===== config.mk =====
export PLATFORM = sky130hd
export DESIGN_NAME = five_bit_adder
export DESIGN_NICKNAME = d
export VERILOG_FILES = /design/src/rtl/five_bit_adder.sv
export SDC_FILE = /design/constraint.sdc
export NUM_CORES = 1
export LEC_CHECK = 0
export BUFFER_PORTS_ARGS = -buffer_cell sky130_fd_sc_hd__buf_4
export CAP_MARGIN = 10
export CORE_AREA = 2 2 39 41
export DETAILED_ROUTE_END_ITERATION = 16
export DIE_AREA = 0 0 41 43
export HOLD_SLACK_MARGIN = 0.12
export PLACE_DENSITY = 0.42
export SYNTH_ARGS = -nofsm -noshare
export SYNTH_HDL_FRONTEND = slang
export SYNTH_SLANG_ARGS = --single-unit

===== constraint.sdc =====
create_clock -name clk -period 0.8 [get_ports clk]
set_input_delay 0.08 -clock clk [delete_from_list [all_inputs] [get_ports clk]]
set_output_delay 0.08 -clock clk [all_outputs]
set_load 0.02 [all_outputs]

===== src/rtl/five_bit_adder.sv =====
// Registered 5-bit ripple-carry adder: 1-cycle latency, accepts a new operand pair every cycle, no backpressure.
// Defining FIVE_BIT_ADDER_OVF_EN adds a registered two's-complement overflow output ovf.
module five_bit_adder #(
  parameter int WIDTH = 5
) (
  input  logic             clk,
  input  logic             rst_n,
  input  logic [WIDTH-1:0] a,
  input  logic [WIDTH-1:0] b,
  output logic             cout,
`ifdef FIVE_BIT_ADDER_OVF_EN
  output logic [WIDTH-1:0] result,
  output logic             ovf
`else
  output logic [WIDTH-1:0] result
`endif
);

  // Returns {co, s} for one bit position.
  function automatic logic [1:0] full_add(input logic x, input logic y, input logic ci);
    full_add = {(x & y) | (ci & (x ^ y)), x ^ y ^ ci};
  endfunction

  logic [WIDTH:0]   carry;
  logic [WIDTH-1:0] sum;
  logic [1:0]       fa;

  // Ripple chain; carry[0] is the tied-off carry-in.
  always_comb begin
    carry = '0;
    sum   = '0;
    fa    = '0;
    for (int i = 0; i < WIDTH; i++) begin
      fa         = full_add(a[i], b[i], carry[i]);
      sum[i]     = fa[0];
      carry[i+1] = fa[1];
    end
  end

  always_ff @(posedge clk or negedge rst_n) begin
    if (!rst_n) begin
      result <= '0;
      cout   <= 1'b0;
    end else begin
      result <= sum;
      cout   <= carry[WIDTH];
    end
  end

`ifdef FIVE_BIT_ADDER_OVF_EN
  // Signed overflow: carry into the MSB differs from carry out of it.
  always_ff @(posedge clk or negedge rst_n) begin
    if (!rst_n) begin
      ovf <= 1'b0;
    end else begin
      ovf <= carry[WIDTH-1] ^ carry[WIDTH];
    end
  end
`endif

endmodule


# After elaboration in Yosys (flattened, before gate mapping)
# Cells that the tools add are included.
# word_totals
ff_bits	6
input_bits	12
out_inout_bits	6
wordCells	24
# classes
bitwise_logic	22
# op_table
op	count
AND 1 bit	9
XOR 1 bit	9
OR 1 bit	4

# Depth between registers and ports, before layout
# depth
word_depth	9
mapped_depth	7
depth_no_buf	7

# Worst setup path after synthesis
# No wires, ideal clock.
# synth_path
kind	input to register
start	in a[0]
end	reg result[4]
setup_ns	0.064
arrival_time_ns	1.883
required_time_ns	0.736
slack_ns	-1.147
path_stages	7
n_path_buf	0
cell_sequence	ha_1 fa_1 fa_1 fa_1 inv_1 fa_1 inv_1
# synth_via
elab_chain_len	8
# synth_lines
element	line_no	source
start, declared	8	input logic [WIDTH-1:0] a,
AND 1 bit (2 in series)	21	full_add = {(x & y) | (ci & (x ^ y)), x ^ y ^ ci};
OR 1 bit	21	
AND 1 bit	21	
OR 1 bit	21	
AND 1 bit	21	
OR 1 bit	21	
XOR 1 bit	21	
via fa[0]	26	logic [1:0] fa;
end signal, assigned	45	result <= sum;
end, declared	15	output logic [WIDTH-1:0] result
# The timed path passes the listed nets, and every way through them passes these cells.

# Worst setup path in the final report
# Ends and elaborated chain as after synthesis.

==> metrics.log <==
INFO  metric post_cts.repair.setup_buffers = 0
INFO  metric routed-wl-met2 = between 200 and 300 um
INFO  metric overall_routed_net_length = 454 um
INFO  metric cts_buffers = 3
INFO  metric hold_fails_final_rpt = 0
INFO  metric routabilityCongestion = between 0.5 and 0.6
INFO  metric startpoint = a[0]
INFO  metric final_antenna_net_count = 0
INFO  metric area.growth.synth_to_final = 89.0%
INFO  metric cts.clk_slew.worst_paths = ~0.040 ns
INFO  metric fp-row-count = 14
INFO  metric coreArea = ~1400 um2
INFO  metric top_layer = met4
INFO  metric hold_path_depth = 2
INFO  metric vdd_drop_max = about 0.46 mV
INFO  metric drtPass1Iterations = 1
INFO  metric p_comb_share = between 30 and 40%
INFO  metric largest_net_degree_at_the_start_of_global_routing = 7
INFO  metric power_switching = roughly 0.00025 W
INFO  metric cp_data_arrival_time = around 1.9 ns
INFO  metric clock_tree.htree_level_count = 1
INFO  metric critical_path_peak_fanout = 1
INFO  metric power-per-cell-area = about 1900 nW/um2
INFO  metric grt_setup_unrepaired = true
INFO  metric routedWlPerCell = approximately 8.6 um
INFO  metric initial_antenna_violation_count = 0
INFO  metric critPathTopFamily = adder cells
INFO  metric static-leakage-power = approximately 0.24 nW
INFO  metric final_min_period_over_clock_period = 212%
INFO  metric ys_seq_area_share = between 50 and 60%
INFO  metric clkSinkCount = 6
INFO  metric clock_tree.buffer_depth = 2
INFO  metric design.die.area = between 1500 and 2000 um2
INFO  metric crit_end = result[4]
INFO  metric critPathMostFrequentCell = sky130_fd_sc_hd__fa_2
INFO  metric grt_pass1_vias = 191
INFO  metric syn-instance-count = 16
INFO  metric wire_length_of_the_first_global_routing_pass = about 630 um
INFO  metric io_buffer_count = 17
INFO  metric critical_path.cell_chain = buf_6, ha_4, fa_2, fa_2, fa_2, inv_2, fa_2, inv_1
INFO  metric critical_path.n_buffers_inverters = 3
INFO  metric power.sequential.fraction = between 30% and 40%
INFO  metric timing.critical_path.from_type = input port
INFO  metric max_cap_violations = 0
INFO  metric ioPinCount = 18
INFO  metric timing.critical_path.required = 0.98 ns
INFO  metric internal_power = between 0.0006 and 0.0007 W
INFO  metric share_clk_of_total_power = 29.5%
INFO  metric max_stage_delay = 0.42 ns
INFO  metric clock_tree.root_cell = sky130_fd_sc_hd__clkbuf_4
INFO  metric post-route-min-period = 1.70 ns
INFO  metric synth.avg_cell_area = approximately 16 um2
INFO  metric track_usage = under 10%
INFO  metric failed_checks = setup timing
INFO  metric finalSetupViolCount = 10
INFO  metric post_detailed_route_via_to_cell_ratio = around 3.4
INFO  metric cts_tree = built
INFO  metric status = finished with violations
INFO  metric cpMaxStageDelayCell = sky130_fd_sc_hd__fa_2
INFO  metric die_w = approximately 41 um
INFO  metric drt_iter0_markers = 0
INFO  metric min_from = b[0]
INFO  metric antenna_cells_inserted = 0
INFO  metric setup-tns-final = -2.42 ns
INFO  metric worst-slew-pin-transition = 0.0823 ns
INFO  metric holdWs = 0.0461 ns
INFO  metric register_bit_total_from_synthesis = 6
INFO  metric initial_core_utilization = between 10% and 20%
INFO  metric drive_above_1_share = 73.0%
INFO  metric timing.slew.headroom = about 95%
INFO  metric drc = 0
INFO  metric synth.lib_cells_used.distinct = 4
INFO  metric worstSetupPathType = in -> reg
INFO  metric hold_path.class = in -> reg
INFO  metric syn-num-nets = 33
INFO  metric finalMaxSlewViolations = 0
INFO  metric grt_overflow = 0
INFO  metric switching_share = 27.1%
INFO  metric fmax = ~0.59 GHz
INFO  metric nets = 56
INFO  metric m1WireLength = 136 um
INFO  metric post-route-worst-setup-slack = -0.899 ns
INFO  metric via_count = approximately 180
INFO  metric synth.cell_area = approximately 260 um2
INFO  metric synth-warning-count = 0
INFO  metric dpl_worst_slack = -1.18 ns
INFO  metric routed-wl-met3 = roughly 40 um
INFO  metric end_kind = flip-flop
INFO  metric hold_buffers = 1
INFO  metric die-height = roughly 43 um
INFO  metric cp.depth = 8
## cells by family after synthesis
logic type | count (synthesis) | synth area share (%)
fa+ha+maj | 5 | 35.4
buf+inv | 5 | 7.18
flops | 6 | 57.4
## what timing repair did
item / CTS / global route
endpoints found under the setup margin: 10 / 10
endpoints found under the hold margin: 7 / 1
gates resized for setup: 8 / 1
## sequential cells by signal (all words and copies together) (netlist names)
name,count
result,5
cout,1
## worst min path at each step
stage / to / slack [ns]
CTS: result[0] / 0.03
detailed placement: result[1] / -0.11
global route: result[0] / 0.04
floorplan: cout / -0.22
finish: result[0] / 0.05
global placement: result[1] / -0.11
## power groups by stage
stage	clock, W	sequential (W)	combinational, W
detailed placement	0	0.000368	0.000254
finish	0.000275	0.000372	0.000285
CTS	0.000295	0.000372	0.000290
floorplan	0	0.000429	0.0000463
global route	0.000304	0.000374	0.000311
global placement	0	0.000366	0.000248
## metrics by stage
| step | total power, W | cell area [um2] | utilization, % | std cells |
|---|---|---|---|---|
| after floorplan | 0.000475 | 284 | - | 16 |
| final | 0.000932 | 494 | 35.7 | 53 |
| after CTS | 0.000957 | 494 | 35.7 | 53 |
| after global routing | 0.000989 | 494 | 35.7 | 53 |
| after global placement | 0.000614 | 432 | 31.2 | 49 |
| after detailed placement | 0.000622 | 432 | 31.2 | 49 |
## cell usage after synthesis
master / number / area [um2]
sky130_fd_sc_hd__ha_1: 1 / 12.5
sky130_fd_sc_hd__fa_1: 4 / 80.1
sky130_fd_sc_hd__dfrtp_1: 6 / 150
sky130_fd_sc_hd__inv_1: 5 / 18.8
## layout by cell type, fill, tap and decap left out
cell / instances
sky130_fd_sc_hd__buf_4: 9
sky130_fd_sc_hd__buf_6: 8
sky130_fd_sc_hd__dfrtp_1: 6
sky130_fd_sc_hd__fa_2: 4
sky130_fd_sc_hd__inv_1: 3
sky130_fd_sc_hd__clkbuf_4: 3
sky130_fd_sc_hd__inv_2: 2
sky130_fd_sc_hd__ha_4: 1
sky130_fd_sc_hd__dlygate4sd3_1: 1
## layout make-up
type                       count  area (um2)
clock buffer                   3        22.5
fill                         141         890
inverter                       5        18.8
multi-input combinational      5         115
sequential                     6         150
tap                           16        20.0
timing repair buffer          18         168
## per-layer routing
| metal | vias to the layer above | global-route usage, % |
|---|---|---|
| li1 | 86 | - |
| met1 | 81 | 5.05 |
| met2 | 12 | 8.13 |
| met3 | 2 | 1.57 |
| met4 | 0 | 14.0 |
| met5 | - | 0 |
(Power assumes the default switching activity.)
